## src/rtl/cnn_pkg.sv

```systemverilog
// Shared constants, state encoding and feature-map addressing for the CNN stages.
package cnn_pkg;

    localparam int IMG_DIM  = 28;
    localparam int N_FILT   = 16;
    localparam int KSIZE    = 3;
    localparam int N_TAPS   = KSIZE * KSIZE;
    localparam int PIX_W    = 8;
    localparam int WGT_W    = 8;
    localparam int ACC_W    = 32;
    localparam int FM_DEPTH = N_FILT * IMG_DIM * IMG_DIM;
    localparam int FM_AW    = $clog2(FM_DEPTH);

    typedef enum logic [2:0] {
        ST_IDLE,
        ST_BIAS,
        ST_MAC,
        ST_WRITE,
        ST_DONE
    } conv_state_e;

    // Linear feature-map address: filter-major, then row, then column.
    function automatic logic [FM_AW-1:0] fm_index(input logic [3:0] f,
                                                  input logic [4:0] r,
                                                  input logic [4:0] c);
        return FM_AW'(int'(f) * IMG_DIM * IMG_DIM + int'(r) * IMG_DIM + int'(c));
    endfunction

endpackage

```

## src/rtl/conv_tap_gen.sv

```systemverilog
// Maps an output pixel (r,c) and kernel tap t to the source image address and
// a pad flag for taps that fall outside the image (zero padding of one pixel).
module conv_tap_gen
    import cnn_pkg::*;
(
    input  logic [4:0] r,
    input  logic [4:0] c,
    input  logic [3:0] t,
    output logic [9:0] pix_addr,
    output logic [3:0] wgt_off,
    output logic       pad
);

    localparam logic signed [6:0] DIM_S = 7'(IMG_DIM);

    logic              tap_ok;
    logic [1:0]        kr;
    logic [1:0]        kc;
    logic signed [6:0] pr;
    logic signed [6:0] pc;

    // Split the tap index into kernel row/column; indices past the last tap are invalid.
    always_comb begin
        // NOTE: every output of a combinational block gets a default first, so no path infers a latch.
        tap_ok = 1'b1;
        kr     = 2'd0;
        kc     = 2'd0;
        case (t)
            4'd0: begin kr = 2'd0; kc = 2'd0; end
            4'd1: begin kr = 2'd0; kc = 2'd1; end
            4'd2: begin kr = 2'd0; kc = 2'd2; end
            4'd3: begin kr = 2'd1; kc = 2'd0; end
            4'd4: begin kr = 2'd1; kc = 2'd1; end
            4'd5: begin kr = 2'd1; kc = 2'd2; end
            4'd6: begin kr = 2'd2; kc = 2'd0; end
            4'd7: begin kr = 2'd2; kc = 2'd1; end
            4'd8: begin kr = 2'd2; kc = 2'd2; end
            default: tap_ok = 1'b0;
        endcase
    end

    // Source coordinate is (r+kr-1, c+kc-1); anything outside the image is padding.
    always_comb begin
        pr       = $signed({2'b00, r}) + $signed({5'b00000, kr}) - 7'sd1;
        pc       = $signed({2'b00, c}) + $signed({5'b00000, kc}) - 7'sd1;
        pad      = !tap_ok || (pr < 0) || (pr >= DIM_S) || (pc < 0) || (pc >= DIM_S);
        pix_addr = pad ? '0 : 10'(pr) * 10'(IMG_DIM) + 10'(pc);
        wgt_off  = t;
    end

endmodule

```

## src/rtl/conv1_relu.sv

```systemverilog
// First convolution layer: 3x3, stride 1, zero padding 1, ReLU, one MAC per cycle.
// Each output pixel takes an 11-cycle slot: BIAS, 9 x MAC, WRITE.
module conv1_relu
    import cnn_pkg::*;
#(
    parameter int NUM_FILT = N_FILT
)
(
    input  logic             clk,
    input  logic             reset_n,
    input  logic             start,
    output logic             busy,
    output logic             done,
    output logic [9:0]       pix_addr,
    input  logic [PIX_W-1:0] pix_data,
    output logic [7:0]       wgt_addr,
    input  logic [WGT_W-1:0] wgt_data,
    output logic [3:0]       bias_addr,
    input  logic [ACC_W-1:0] bias_data,
    output logic             fm_we,
    output logic [FM_AW-1:0] fm_addr,
    output logic [ACC_W-1:0] fm_data
);

    localparam logic [4:0] LAST_RC = 5'(IMG_DIM - 1);
    localparam logic [3:0] LAST_F  = 4'(NUM_FILT - 1);
    localparam logic [3:0] LAST_T  = 4'(N_TAPS - 1);

    conv_state_e       state_q, state_d;
    logic [3:0]        f_q, f_d;
    logic [4:0]        r_q, r_d;
    logic [4:0]        c_q, c_d;
    logic [3:0]        t_q, t_d;
    logic [ACC_W-1:0]  acc_q, acc_d;
    logic              pad_q, pad_d;

    logic [3:0]        tap_sel;
    logic              issue;
    logic [9:0]        tap_pix;
    logic [3:0]        tap_off;
    logic              tap_pad;
    logic              last_pix;
    logic signed [8:0] pix_s;
    logic signed [16:0] prod;
    logic [ACC_W-1:0]  prod_ext;

    // BIAS issues tap 0; MAC cycle t issues tap t+1 (tap 9 does not exist).
    assign tap_sel  = (state_q == ST_BIAS) ? 4'd0 : t_q + 4'd1;
    assign issue    = (state_q == ST_BIAS) || ((state_q == ST_MAC) && (t_q != LAST_T));
    assign last_pix = (f_q == LAST_F) && (r_q == LAST_RC) && (c_q == LAST_RC);

    conv_tap_gen u_tap_gen (
        .r        (r_q),
        .c        (c_q),
        .t        (tap_sel),
        .pix_addr (tap_pix),
        .wgt_off  (tap_off),
        .pad      (tap_pad)
    );

    // State and datapath registers with synchronous active-low reset.
    always_ff @(posedge clk) begin
        // NOTE: non-blocking assignments so every flop samples values from before the edge.
        if (!reset_n) begin
            state_q <= ST_IDLE;
            f_q     <= '0;
            r_q     <= '0;
            c_q     <= '0;
            t_q     <= '0;
            acc_q   <= '0;
            pad_q   <= 1'b0;
        end else begin
            state_q <= state_d;
            f_q     <= f_d;
            r_q     <= r_d;
            c_q     <= c_d;
            t_q     <= t_d;
            acc_q   <= acc_d;
            pad_q   <= pad_d;
        end
    end

    // Next-state logic.
    always_comb begin
        state_d = state_q;
        case (state_q)
            ST_IDLE:  if (start) state_d = ST_BIAS;
            ST_BIAS:  state_d = ST_MAC;
            ST_MAC:   if (t_q == LAST_T) state_d = ST_WRITE;
            ST_WRITE: state_d = last_pix ? ST_DONE : ST_BIAS;
            ST_DONE:  state_d = ST_IDLE;
            default:  state_d = ST_IDLE;
        endcase
    end

    // Signed product of zero-extended pixel and weight; padded taps contribute zero.
    always_comb begin
        pix_s    = $signed({1'b0, pix_data});
        prod     = pix_s * $signed(wgt_data);
        prod_ext = pad_q ? '0 : {{(ACC_W - 17){prod[16]}}, prod};
    end

    // Tap counter, accumulator (wrapping) and pixel/row/filter counters.
    always_comb begin
        f_d   = f_q;
        r_d   = r_q;
        c_d   = c_q;
        t_d   = t_q;
        acc_d = acc_q;
        pad_d = tap_pad;
        case (state_q)
            ST_MAC: begin
                t_d   = (t_q == LAST_T) ? 4'd0 : t_q + 4'd1;
                acc_d = ((t_q == 4'd0) ? bias_data : acc_q) + prod_ext;
            end
            ST_WRITE: begin
                if (c_q != LAST_RC) begin
                    c_d = c_q + 5'd1;
                end else begin
                    c_d = '0;
                    if (r_q != LAST_RC) begin
                        r_d = r_q + 5'd1;
                    end else begin
                        r_d = '0;
                        f_d = last_pix ? 4'd0 : f_q + 4'd1;
                    end
                end
            end
            default: ;
        endcase
    end

    // Outputs decoded from state; addresses and write data are zero when not in use.
    always_comb begin
        busy      = (state_q == ST_BIAS) || (state_q == ST_MAC) || (state_q == ST_WRITE);
        done      = (state_q == ST_DONE);
        fm_we     = (state_q == ST_WRITE);
        pix_addr  = issue ? tap_pix : '0;
        wgt_addr  = issue ? 8'(int'(f_q) * N_TAPS + int'(tap_off)) : '0;
        bias_addr = (state_q == ST_BIAS) ? f_q : '0;
        fm_addr   = fm_we ? fm_index(f_q, r_q, c_q) : '0;
        fm_data   = (fm_we && !acc_q[ACC_W-1]) ? acc_q : '0;
    end

endmodule

```

## config.mk

```make
export PLATFORM = sky130hd
export DESIGN_NAME = conv1_relu
export DESIGN_NICKNAME = d
export VERILOG_FILES = /design/src/rtl/cnn_pkg.sv /design/src/rtl/conv_tap_gen.sv /design/src/rtl/conv1_relu.sv
export SDC_FILE = /design/constraint.sdc
export NUM_CORES = 1
export LEC_CHECK = 0
export ABC_AREA = 0
export ABC_CLOCK_PERIOD_IN_PS = 16600
export CAP_MARGIN = 10
export CORE_UTILIZATION = 61
export DETAILED_ROUTE_END_ITERATION = 10
export PLACE_DENSITY = 0.85
export SYNTH_ARGS = -nofsm -noshare
export SYNTH_HDL_FRONTEND = slang
export SYNTH_SLANG_ARGS = --single-unit
```

## constraint.sdc

```tcl
create_clock -name clk -period 16.6 [get_ports clk]
set_input_delay 3.32 -clock clk [delete_from_list [all_inputs] [get_ports clk]]
set_output_delay 3.32 -clock clk [all_outputs]
set_load 0.1 [all_outputs]
```

==> summary.txt, run 1 <==
status: finished, final reports clean
Hold EP: acc_q[0]
max-cap viol count: 0
initial antenna violation count: 0
Clock Path Buffers: 2
hold_buf cts: 0
Max Slew Vio Count: 0
final layout net count: 1595
vias in the first global route: 8469
GP Congestion: 0.912
number of vias per cell: 5.66
DR iter-0 viols: 479
Worst IR Drop VDD: 0.0715 mV
crit start category: primary input
CTS tree: yes
P_int: 0.551 mW
WHS Path Cells: 2
# DRC: 0
fmax: 94.3 MHz
Synth top area share: 0.214
post-cts resize count: 0
mapped cell area: 0.00975 mm2
Reg power frac: 0.148
Routed Antenna Nets: 0
Clock Skews: 0.00397 ns
Die W: 128 um
GRT Util Overall: 0.282
power per cell area: 93.4 mW/mm2
wire per inst: 14.6 um
first-pass GRT wire length: 38200 um
Clock Sinks: 54
setup_tns: 0 ns
number of diodes: 0
crit path from: wgt_data[7]
post-synthesis sequential area ratio: 0.111
reg-to-reg startpoint: t_q[0]
Switching Fraction: 0.476
final worst-path cycle share: 0.639
TritonCTS buffer count: 5
CTS H-Tree Depth: 2
GRT overflow: 0
Clock transition at path regs: 0.07 ns
pin slew with the least headroom to its limit: 1.21 ns
largest net degree at the start of global routing: 51
Final Hold Vio Count: 0
Worst-Skew Late Latency: 0.30 ns
top cells by area, synth: ha_1 21%, fa_1 13%, dfxtp_1 11%
Root Driver: clkbuf_16
Ports: 122
DPL Wire Length: 18000 um
Post-CTS Setup Repair Bufs: 0
fraction of layout cells with a size suffix above 1: 0.0494
Net Sw Power: 0.501 mW
Port-buffer cells: 120
Post-synth EDFFs: 0
worst path required time: 16.79 ns
library cell with the largest summed area after synthesis: ha_1
Core Area: 0.0154 mm2
synthesis-to-layout area growth: 15.5%
die area: 0.0165 mm2
flip-flop and latch count after synthesis: 54
Critical Path AT: 10.79 ns
Mapped Nets: 1503
Async SR Flop Fraction: 0
Setup CP Type: in2reg
RSZ-0062 raised after global routing: no
Critical Path End Type: flip-flop
Vias: 8648
Final min period: 10.60 ns
Slew Limit Headroom: 0.192
Worst Path Max Fanout: 16
min-delay src: acc_q[0]
clock share of power: 0.116
synthesized area per cell: 7.97 um2
Comb power frac: 0.736
synthesized instance count: 1223
worst min path class: reg2reg
reg2reg setup slack: 12.18 ns
overall power: 1.05 mW
post-synth cell types: 66
final wirelength: 22200 um
row cnt: 45
setup violators final: 0
starting density of the core: 0.632
leakage: 5.37 nW
DR pass1 iterations: 4
main flop type after synthesis: dfxtp_1
Die Height: 128 um
Worst Reg-to-Reg Cells: 20
Crit Reg-Reg Endpoint: pad_q
Yosys warning count: 0
[flip-flops by register name, indices dropped and copies added, names as in the netlist]
name,cells
c_q,5
state_q,3
pad_q,1
t_q,4
f_q,4
acc_q,32
r_q,5
[power by group through the flow]
stage	logic [mW]	clock network, mW	registers (mW)
6_report	0.774	0.122	0.156
5_1_grt	0.873	0.126	0.158
4_1_cts	0.772	0.122	0.156
3_5_place_dp	0.765	0	0.159
3_3_place_gp	0.751	0	0.158
2_1_floorplan	0.633	0	0.153
[worst max-delay path, stage by stage]
cell	delay, ns
clkdlybuf4s50_1	0.57
inv_1	0.17
nor2_1	0.19
fa_1	0.44
fa_1	0.53
fa_1	0.55
inv_1	0.05
fa_1	0.53
inv_1	0.04
ha_1	0.33
nand3_1	0.12
o2111ai_1	0.29
nand2_1	0.14
o21ai_0	0.23
xnor2_1	0.13
nor2_1	0.91
ha_1	0.46
a21o_1	0.24
a211oi_1	0.20
o21ai_1	0.12
a221oi_2	0.33
a311oi_2	0.23
a41oi_2	0.26
nor4_1	0.07
a311o_1	0.33
[cell type report]
| cell class | instances | area, um2 |
|---|---|---|
| clock buffer | 5 | 125 |
| tap | 211 | 264 |
| inverter | 134 | 503 |
| sequential | 54 | 1080 |
| timing repair buffer | 125 | 1240 |
| fill | 1231 | 4170 |
| multi-input combinational | 995 | 8010 |
| clock inverter | 3 | 40.0 |
[cells in the final DEF, fill, tap and decap left out, drive strengths merged, types with 14 or more instances in the layout]
| master | synthesis | routed |
|---|---|---|
| nand2 | 101 | 101 |
| xnor2 | 47 | 47 |
| nand3 | 26 | 26 |
| nor2b | 14 | 14 |
| clkdlybuf4s50 | 0 | 120 |
| a21oi | 97 | 97 |
| inv | 134 | 134 |
| fa | 62 | 62 |
| dfxtp | 54 | 54 |
| nor2 | 101 | 101 |
| nor3 | 21 | 21 |
| and2 | 81 | 81 |
| ha | 167 | 167 |
| mux2 | 31 | 31 |
| nand4 | 14 | 14 |
| a21o | 40 | 40 |
| o21ai | 38 | 38 |
| o21bai | 14 | 14 |
| xor2 | 32 | 32 |
[cell usage after synthesis, types with 9 or more instances]
master / n
a21o_1: 40
a21oi_1: 97
a31oi_1: 9
and2_1: 81
clkbuf_1: 26
dfxtp_1: 54
fa_1: 62
ha_1: 167
inv_1: 133
mux2_2: 31
nand2_1: 101
nand2b_1: 11
nand3_1: 26
nand4_1: 14
nor2_1: 101
nor2b_1: 14
nor3_1: 20
o21ai_0: 31
o21bai_1: 14
xnor2_1: 47
xor2_1: 32
[worst max path at each step]
stage	to	slack (ns)	cells after the start
after floorplan	acc_q[30]	7.02	25
after global placement	acc_q[30]	5.91	25
after detailed placement	acc_q[30]	5.72	25
after CTS	acc_q[30]	6.03	25
after global routing	acc_q[30]	5.38	25
final	acc_q[30]	6.00	25
[stage by stage]
stage	hold slack [ns]	setup slack, ns	cell area [um2]	cells	util
floorplan	0.438	7.02	9750	1223	-
global placement	0.449	5.91	11100	1519	0.719
detailed placement	0.457	5.72	11100	1519	0.719
CTS	0.466	6.03	11300	1527	0.730
global route	0.480	5.38	11300	1527	0.730
finish	0.465	6.00	11300	1527	0.730
[metal layers]
metal  vias up  GRT usage  part of all wire
met3        33     0.0220             0.032
met1      4099      0.358              0.45
met4         0     0.0817             0.022
met2       193      0.510              0.50
li1       4323          -                 -
met5         -          0                 0
[kinds of logic (layout without fill, tap and decap cells)]
logic type,after synthesis,count (layout),share of synthesized area
buffers and inverters,174,267,0.0692
DFF,54,54,0.111
and+or+nand+nor,414,414,0.212
muxes,34,34,0.0389
other,1,1,0.000385
AOI/OAI and AO/OA,238,238,0.156
adders and majority gates,229,229,0.342
xor gates and xnor gates,79,79,0.0710
Note: power is estimated with default switching activity, not from simulation.
==> run 2: changes to the inputs <==
--- a/config.mk
+++ b/config.mk
@@ -6,11 +6,11 @@
 export NUM_CORES = 1
 export LEC_CHECK = 0
 export ABC_AREA = 0
-export ABC_CLOCK_PERIOD_IN_PS = 16600
+export ABC_CLOCK_PERIOD_IN_PS = 9370
 export CAP_MARGIN = 10
-export CORE_UTILIZATION = 61
+export CORE_UTILIZATION = 53
 export DETAILED_ROUTE_END_ITERATION = 10
-export PLACE_DENSITY = 0.85
+export PLACE_DENSITY = 0.78
 export SYNTH_ARGS = -nofsm -noshare
 export SYNTH_HDL_FRONTEND = slang
 export SYNTH_SLANG_ARGS = --single-unit
==> constraint.sdc (replaced) <==
create_clock -name clk -period 9.37 [get_ports clk]
set_input_delay 1.874 -clock clk [delete_from_list [all_inputs] [get_ports clk]]
set_output_delay 1.874 -clock clk [all_outputs]
set_load 0.1 [all_outputs]
==> summary.txt, run 2 (synthesis gave the netlist of run 1 again) <==
Top Registers: acc_q x32, c_q x5, r_q x5
commonest non-fill, non-tap cell in the layout: ha_1
pin slew with the least headroom to its limit: 1.07 ns
GP Congestion: 0.889
M1 wire length: 10300 um
initial antenna violation count: 0
Setup CP Type: reg2out
DR WL met2: 11300 um
row cnt: 49
dpl cell area: 0.0111 mm2
status: finished, final reports clean
Post-CTS Setup Repair Bufs: 0
DPL Wire Length: 18200 um
Routed Antenna Nets: 0
number of vias per cell: 5.57
crit start category: flip-flop
Port-buffer cells: 120
CTS H-Tree Depth: 2
max-cap viol count: 0
reg-to-reg startpoint: t_q[0]
Reg with most FFs: acc_q
wire per inst: 14.7 um
largest net degree at the start of global routing: 41
# DRC: 0
fraction of layout cells with a size suffix above 1: 0.0509
die area: 0.0189 mm2
Die W: 138 um
leakage: 5.38 nW
Clock Path Buffers: 2
worst path required time: 7.50 ns
vias in the first global route: 8243
number of diodes: 0
Clock transition at path regs: 0.08 ns
Critical Path End Type: primary output
Final min period: 8.63 ns
max FFs per register: 32
post-route cell area: 0.0113 mm2
starting density of the core: 0.541
worst min path class: reg2reg
Clock Sinks: 54
WHS Path Cells: 2
most frequent cells in the layout: 167 x ha_1, 133 x inv_1, 118 x clkdlybuf4s50_1, 101 x nand2_1, 100 x nor2_1
final worst-path cycle share: 0.921
RSZ-0062 raised after global routing: no
Worst Reg-to-Reg Cells: 16
Clock Skews: 0.00738 ns
hold_buf cts: 0
crit path from: t_q[0]
final layout net count: 1595
final wirelength: 22700 um
Ports: 122
DR iter-0 viols: 472
setup violators final: 0
Vias: 8600
CTS tree: yes
DR pass1 iterations: 6
Worst IR Drop VDD: 0.235 mV
min-delay src: acc_q[29]
Worst-Skew Late Latency: 0.30 ns
GRT Util Overall: 0.247
Top Metal Used: met4
Final Hold Vio Count: 0
Max Slew Vio Count: 0
TritonCTS buffer count: 5
setup_tns: 0 ns
post-cts resize count: 0
Slew Limit Headroom: 0.287
first-pass GRT wire length: 37800 um
power per cell area: 166 mW/mm2
WL met3: 774 um
Root Driver: clkbuf_16
synthesis-to-layout area growth: 15.7%
Core Area: 0.0180 mm2
Die Height: 138 um
GRT overflow: 0
fmax: 116 MHz
Critical Path AT: 6.76 ns
Worst Path Max Fanout: 11
## run 2: changes by cell type in the layout (fill, tap and decap cells not counted)
cell and delta:
inv_6 +2, clkdlybuf4s50_1 -2, clkinv_2 -2, buf_4 +2
## run 2: cell type report
class	count	area [um2]
tap	229	287
multi-input combinational	995	8010
inverter	134	503
fill	1558	6740
timing repair buffer	125	1230
clock buffer	5	125
sequential	54	1080
clock inverter	3	47.5
## run 2: final timing paths
check                              endpoint  slack (ns)
worst max-delay path            pix_addr[7]        0.74
worst min-delay path              acc_q[29]        0.46
worst max register to register    acc_q[18]        4.56
worst min register to register    acc_q[29]        0.46
## run 2: stage by stage
stage               hold slack (ns)  instances  power (mW)  utilization  setup WS (ns)
floorplan                     0.438       1223        1.39            -           1.24
global route                  0.492       1545        2.07        0.626          0.342
global placement              0.451       1537        1.62        0.616          0.800
finish                        0.464       1545        1.88        0.626          0.741
CTS                           0.467       1545        1.88        0.626          0.791
detailed placement            0.453       1537        1.64        0.616          0.590
## run 2: where the power goes
| group | switching [mW] | internal, mW | leakage, nW | total, mW |
|---|---|---|---|---|
| combinational | 0.777 | 0.598 | 4.86 | 1.37 |
| sequential | 0.0216 | 0.254 | 0.438 | 0.275 |
| clock | 0.0962 | 0.128 | 0.0848 | 0.225 |
| total | 0.895 | 0.980 | 5.38 | 1.88 |
## run 2: per-layer routing
metal | GRT usage | vias to the layer above
li1 | - | 4325
met1 | 0.317 | 4061
met2 | 0.453 | 182
met3 | 0.0173 | 32
met4 | 0.0464 | 0
met5 | 0 | -
## run 2: critical path, stage by stage, from the launching register on
cell             delay, ns
dfxtp_1               0.43
ha_1                  0.31
xnor2_1               0.58
nand3b_1              0.19
o21ai_0               0.20
nand2_1               0.09
ha_1                  0.29
inv_1                 0.06
ha_1                  0.16
inv_1                 0.05
fa_1                  0.40
xor2_1                0.30
inv_1                 0.15
fa_1                  0.59
inv_1                 0.07
fa_1                  0.53
inv_1                 0.04
ha_1                  0.26
inv_1                 0.10
o21bai_1              0.08
a21oi_1               0.24
xnor2_1               0.10
nor2_1                0.10
clkdlybuf4s50_1       1.14
==> run 3: changes to the inputs <==
--- a/config.mk
+++ b/config.mk
@@ -9,6 +9,7 @@
 export ABC_CLOCK_PERIOD_IN_PS = 9370
 export CAP_MARGIN = 10
 export CORE_UTILIZATION = 53
+export CTS_CLUSTER_SIZE = 40
 export DETAILED_ROUTE_END_ITERATION = 10
 export PLACE_DENSITY = 0.78
 export SYNTH_ARGS = -nofsm -noshare
==> results of run 3 <==
Final layout, timing and power as in run 2 (identical DEF).
